===== src/rtl/oldland_dbus_bridge.sv =====
// oldland_dbus_bridge: registers memory-stage data accesses onto the system bus with a timeout watchdog
module oldland_dbus_bridge #(
  parameter int TIMEOUT_CYCLES = 255,
  parameter int CNT_W = 8
) (
  input  logic        clk,
  input  logic        rst,
  input  logic        d_access,
  input  logic [31:0] d_addr,
  input  logic [3:0]  d_bytesel,
  input  logic        d_wr_en,
  input  logic [31:0] d_wr_val,
  output logic [31:0] d_data,
  output logic        d_ack,
  output logic        d_error,
  output logic [31:0] fault_addr,
  output logic        bus_access,
  output logic [31:0] bus_addr,
  output logic [3:0]  bus_bytesel,
  output logic        bus_wr_en,
  output logic [31:0] bus_wr_val,
  input  logic [31:0] bus_data,
  input  logic        bus_ack,
  input  logic        bus_error
);
  typedef enum logic [1:0] {IDLE, BUSY, RESP} state_t;
  state_t state, next;
  logic [CNT_W-1:0] cnt;
  logic [31:0] data_q;
  logic err;
  logic timeout;
  assign timeout = cnt == CNT_W'(TIMEOUT_CYCLES - 1);
  always_ff @(posedge clk) begin
    if (rst) state <= IDLE;
    else state <= next;
  end
  always_comb begin
    next = state;
    next = state == IDLE ? (d_access ? BUSY : IDLE) :
           state == BUSY ? ((bus_error || bus_ack || timeout) ? RESP : BUSY) : IDLE;
  end
  always_ff @(posedge clk) begin
    if (rst) begin
      bus_addr <= '0;
      bus_bytesel <= '0;
      bus_wr_en <= 1'b0;
      bus_wr_val <= '0;
      cnt <= '0;
      data_q <= '0;
      err <= 1'b0;
      fault_addr <= '0;
    end else begin
      if (state == IDLE && d_access) begin
        bus_addr <= d_addr;
        bus_bytesel <= d_bytesel;
        bus_wr_en <= d_wr_en;
        bus_wr_val <= d_wr_val;
        cnt <= '0;
      end
      if (state == BUSY) begin
        cnt <= cnt + 1'b1;
        // a slave error beats a simultaneous ack; a silent slave becomes an error at the watchdog limit
        if (bus_error || (!bus_ack && timeout)) begin
          err <= 1'b1;
          fault_addr <= bus_addr;
        end else if (bus_ack) begin
          data_q <= bus_data;
          err <= 1'b0;
        end
      end
    end
  end
  assign bus_access = state == BUSY;
  assign d_ack = state == RESP;
  assign d_error = d_ack && err;
  assign d_data = (d_ack && !err && !bus_wr_en) ? data_q : '0;
endmodule

===== config.mk =====
export PLATFORM = sky130hd
export DESIGN_NAME = oldland_dbus_bridge
export DESIGN_NICKNAME = d
export VERILOG_FILES = /design/src/rtl/oldland_dbus_bridge.sv
export SDC_FILE = /design/constraint.sdc
export NUM_CORES = 1
export LEC_CHECK = 0
export BUFFER_PORTS_ARGS = -buffer_cell sky130_fd_sc_hd__buf_2
export CELL_PAD_IN_SITES_DETAIL_PLACEMENT = 0
export CELL_PAD_IN_SITES_GLOBAL_PLACEMENT = 1
export CORE_AREA = 4 4 136 138
export DETAILED_ROUTE_END_ITERATION = 12
export DIE_AREA = 0 0 140 142
export PLACE_DENSITY = 0.8
export SLEW_MARGIN = 30
export SYNTH_ARGS = -nofsm -noshare
export SYNTH_HDL_FRONTEND = slang
export SYNTH_SLANG_ARGS = --single-unit
export TNS_END_PERCENT = 20

===== constraint.sdc =====
create_clock -name clk -period 2.6 [get_ports clk]
set_input_delay 0.52 -clock clk [delete_from_list [all_inputs] [get_ports clk]]
set_output_delay 0.52 -clock clk [all_outputs]
set_load 0.1 [all_outputs]

==> run summary <==
Drt via density: 5.13
I/O Buffers: 241
Vias post-DR: 6,245
Routed Antenna Nets: 0
Setup TNS: 0 ps
Post-CTS Resized: 0
Worst R2R End: data_q[31]$_SDFFE_PP0P_
Starting density of the core: 0.375
Period utilization: 0.902
Reg2reg setup slack: 680 ps
Crit path arrival time: 1820 ps
Share of cells above drive strength 1: 0.367
Final setup vio count: 0
Final Non-Filler Cells: 1,217
Synth warn: 0
Mapped Cells: 775
Remaining global-route overflow: 0
Post-synth EDFFs: 0
Leading cell type in the layout, fill and taps excluded: nand2_1
Area of the die: 19,900 µm²
Initial antenna violation count: 2
PD cells: 678 nW/µm²
First-pass GRT wire length: 31,700 µm
Die H: 142 µm
1st-iter DRT viols: 265
Drt pass-1 iters: 4
Worst Hold Depth: 3
Hold Fails Final Rpt: 0
Postcts setup bufs: 0
RSZ-0062 raised after global routing: no
Max FO, Critical Path: 32
Worst Tran Pin Value: 759 ps
Crit end category: output pin
Pleak: 3.77 nW
Syn_area_per_cell: 8.32 µm²
CTS Sinks: 144
CTS max path bufs: 2
CTS Root Cell: clkbuf_16
Seq cells post-synth: 144
Mapped Nets: 883
Worst skew pair latency: 410 ps
Clock slew at reported path FFs: 60 ps
Post-synthesis cell type count: 41
Row count: 48
R2R depth: 5
Seq/Total Area, Yosys: 0.447
Crit path cell chain: and2b_2 -> nor3b_2 -> buf_4 -> and2_2 -> buf_12
Hold endpoint: bus_bytesel[2]$_SDFFE_PP0P_
Max cap viols: 0
Max VDD drop: 505 µV
Top FF cell, synth: dfxtp_1
Synth-to-layout area growth: 38.1%
Slew Limit Fails: 0
Synth async-reset ratio: 0
Element type at the critical path start: register
Commonest cells after routing, fill and taps aside: nand2_1 (237), buf_2 (205), dfxtp_1 (144)
Hold Path Class: input pin to register
Drt drc: 0
Nets: 1,085
IO Pins: 242
HPWL Detailed: 13,100 µm
Max incr delay on CP: 300 ps
Clock Skew: 6.60 ps
CTS tree: yes
Worst path required time: 2080 ps
Overall Global Routing Usage: 0.195
Largest net degree at the start of global routing: 60
WL final: 19,700 µm
CTS buffer count: 17
Vias in the first global route: 6,074
Core area: 17,200 µm²
WL/cell: 16.2 µm
FF-to-FF Start: state[0]$_SDFF_PP0_
Outcome: finished clean
Hold Path Origin: d_bytesel[2]
Final GP Congestion: 0.740
Placed Cells: 1,183
Die Wd: 140 µm
H-tree levels: 4
FILL cells: 1,694
Slew HR: 0.494
Hold buffer count at CTS: 0
Worst Setup Path Type: register to output pin
CP max stage cell: dfxtp_1
Max Fclk: 0.427 GHz
Min Tclk post-route: 2340 ps
Syn Std Cell Area: 6450 µm²
synth_stat cells (3+ instances only):
cell | n | area share
nand3_1 | 6 | 0.0047
dfxtp_1 | 144 | 0.45
nor2_1 | 4 | 0.0023
and2_1 | 33 | 0.032
nand2_1 | 237 | 0.14
nand4_1 | 34 | 0.033
a21oi_1 | 138 | 0.11
o221ai_2 | 30 | 0.070
buf_4 | 9 | 0.010
and4b_1 | 34 | 0.053
buf_2 | 9 | 0.0070
inv_1 | 3 | 0.0017
buf_6 | 11 | 0.019
clkbuf_1 | 47 | 0.027
layer usage:
layer  track usage  part of all wire
met4        0.0484            0.0077
met5             0           0.00061
met1         0.242              0.43
met2         0.327              0.49
met3        0.0675             0.064
cell type report:
| cell class | count | area, µm² | share of cell area |
|---|---|---|---|
| multi-input cells | 550 | 3200 | 0.359 |
| inverters | 3 | 11.3 | 0.00126 |
| flip-flops and latches | 144 | 2880 | 0.324 |
| repair buffers | 261 | 1920 | 0.216 |
| diodes | 2 | 5.00 | 0.000562 |
| well taps | 225 | 282 | 0.0316 |
| clock buffers | 21 | 470 | 0.0528 |
| clock inverters | 11 | 136 | 0.0153 |
cell families after synthesis:
kind of cell | share of synthesized area
compound gates | 0.197
simple gates | 0.284
fa+ha+maj | 0.00388
mux | 0.00175
buf+inv | 0.0670
flops | 0.447
report_power, final:
| group | switching (mW) | internal, mW |
|---|---|---|
| Clock | 0.920 | 1.58 |
| Combinational | 0.930 | 0.237 |
| Sequential | 0.0668 | 2.30 |
sequential cells by signal, summed over array words and instances, names as in the netlist:
| signal | count |
|---|---|
| bus_wr_val | 32 |
| bus_wr_en | 1 |
| fault_addr | 32 |
| cnt | 8 |
| err | 1 |
| data_q | 32 |
| state | 2 |
| bus_bytesel | 4 |
| bus_addr | 32 |
how the worst max path moves through the flow:
stage                        start                      end  cells past startpoint
2_1_floorplan  state[0]$_SDFF_PP0_               d_data[31]                      3
3_3_place_gp   state[0]$_SDFF_PP0_               d_data[12]                      5
3_5_place_dp   state[0]$_SDFF_PP0_  data_q[31]$_SDFFE_PP0P_                      5
4_1_cts        state[0]$_SDFF_PP0_               d_data[12]                      5
5_1_grt        state[1]$_SDFF_PP0_               d_data[12]                      5
6_report       state[0]$_SDFF_PP0_               d_data[12]                      5
critical path, delay by kind of cell (launching register included):
family,cells,cell delay (ps)
buf+inv,2,470
flops,1,300
simple gates,3,640
metrics by stage:
step	hold WS (ps)	power [mW]	worst slack (ps)	instance area, µm²	utilization
2_1_floorplan	432	3.32	89.8	6490	-
6_report	338	6.04	256	8900	0.518
3_5_place_dp	442	3.59	668	8290	0.483
3_3_place_gp	438	3.59	685	8290	0.483
5_1_grt	320	6.28	132	8900	0.518
4_1_cts	317	6.11	220	8900	0.518
Note: power is estimated with default switching activity, not from simulation.
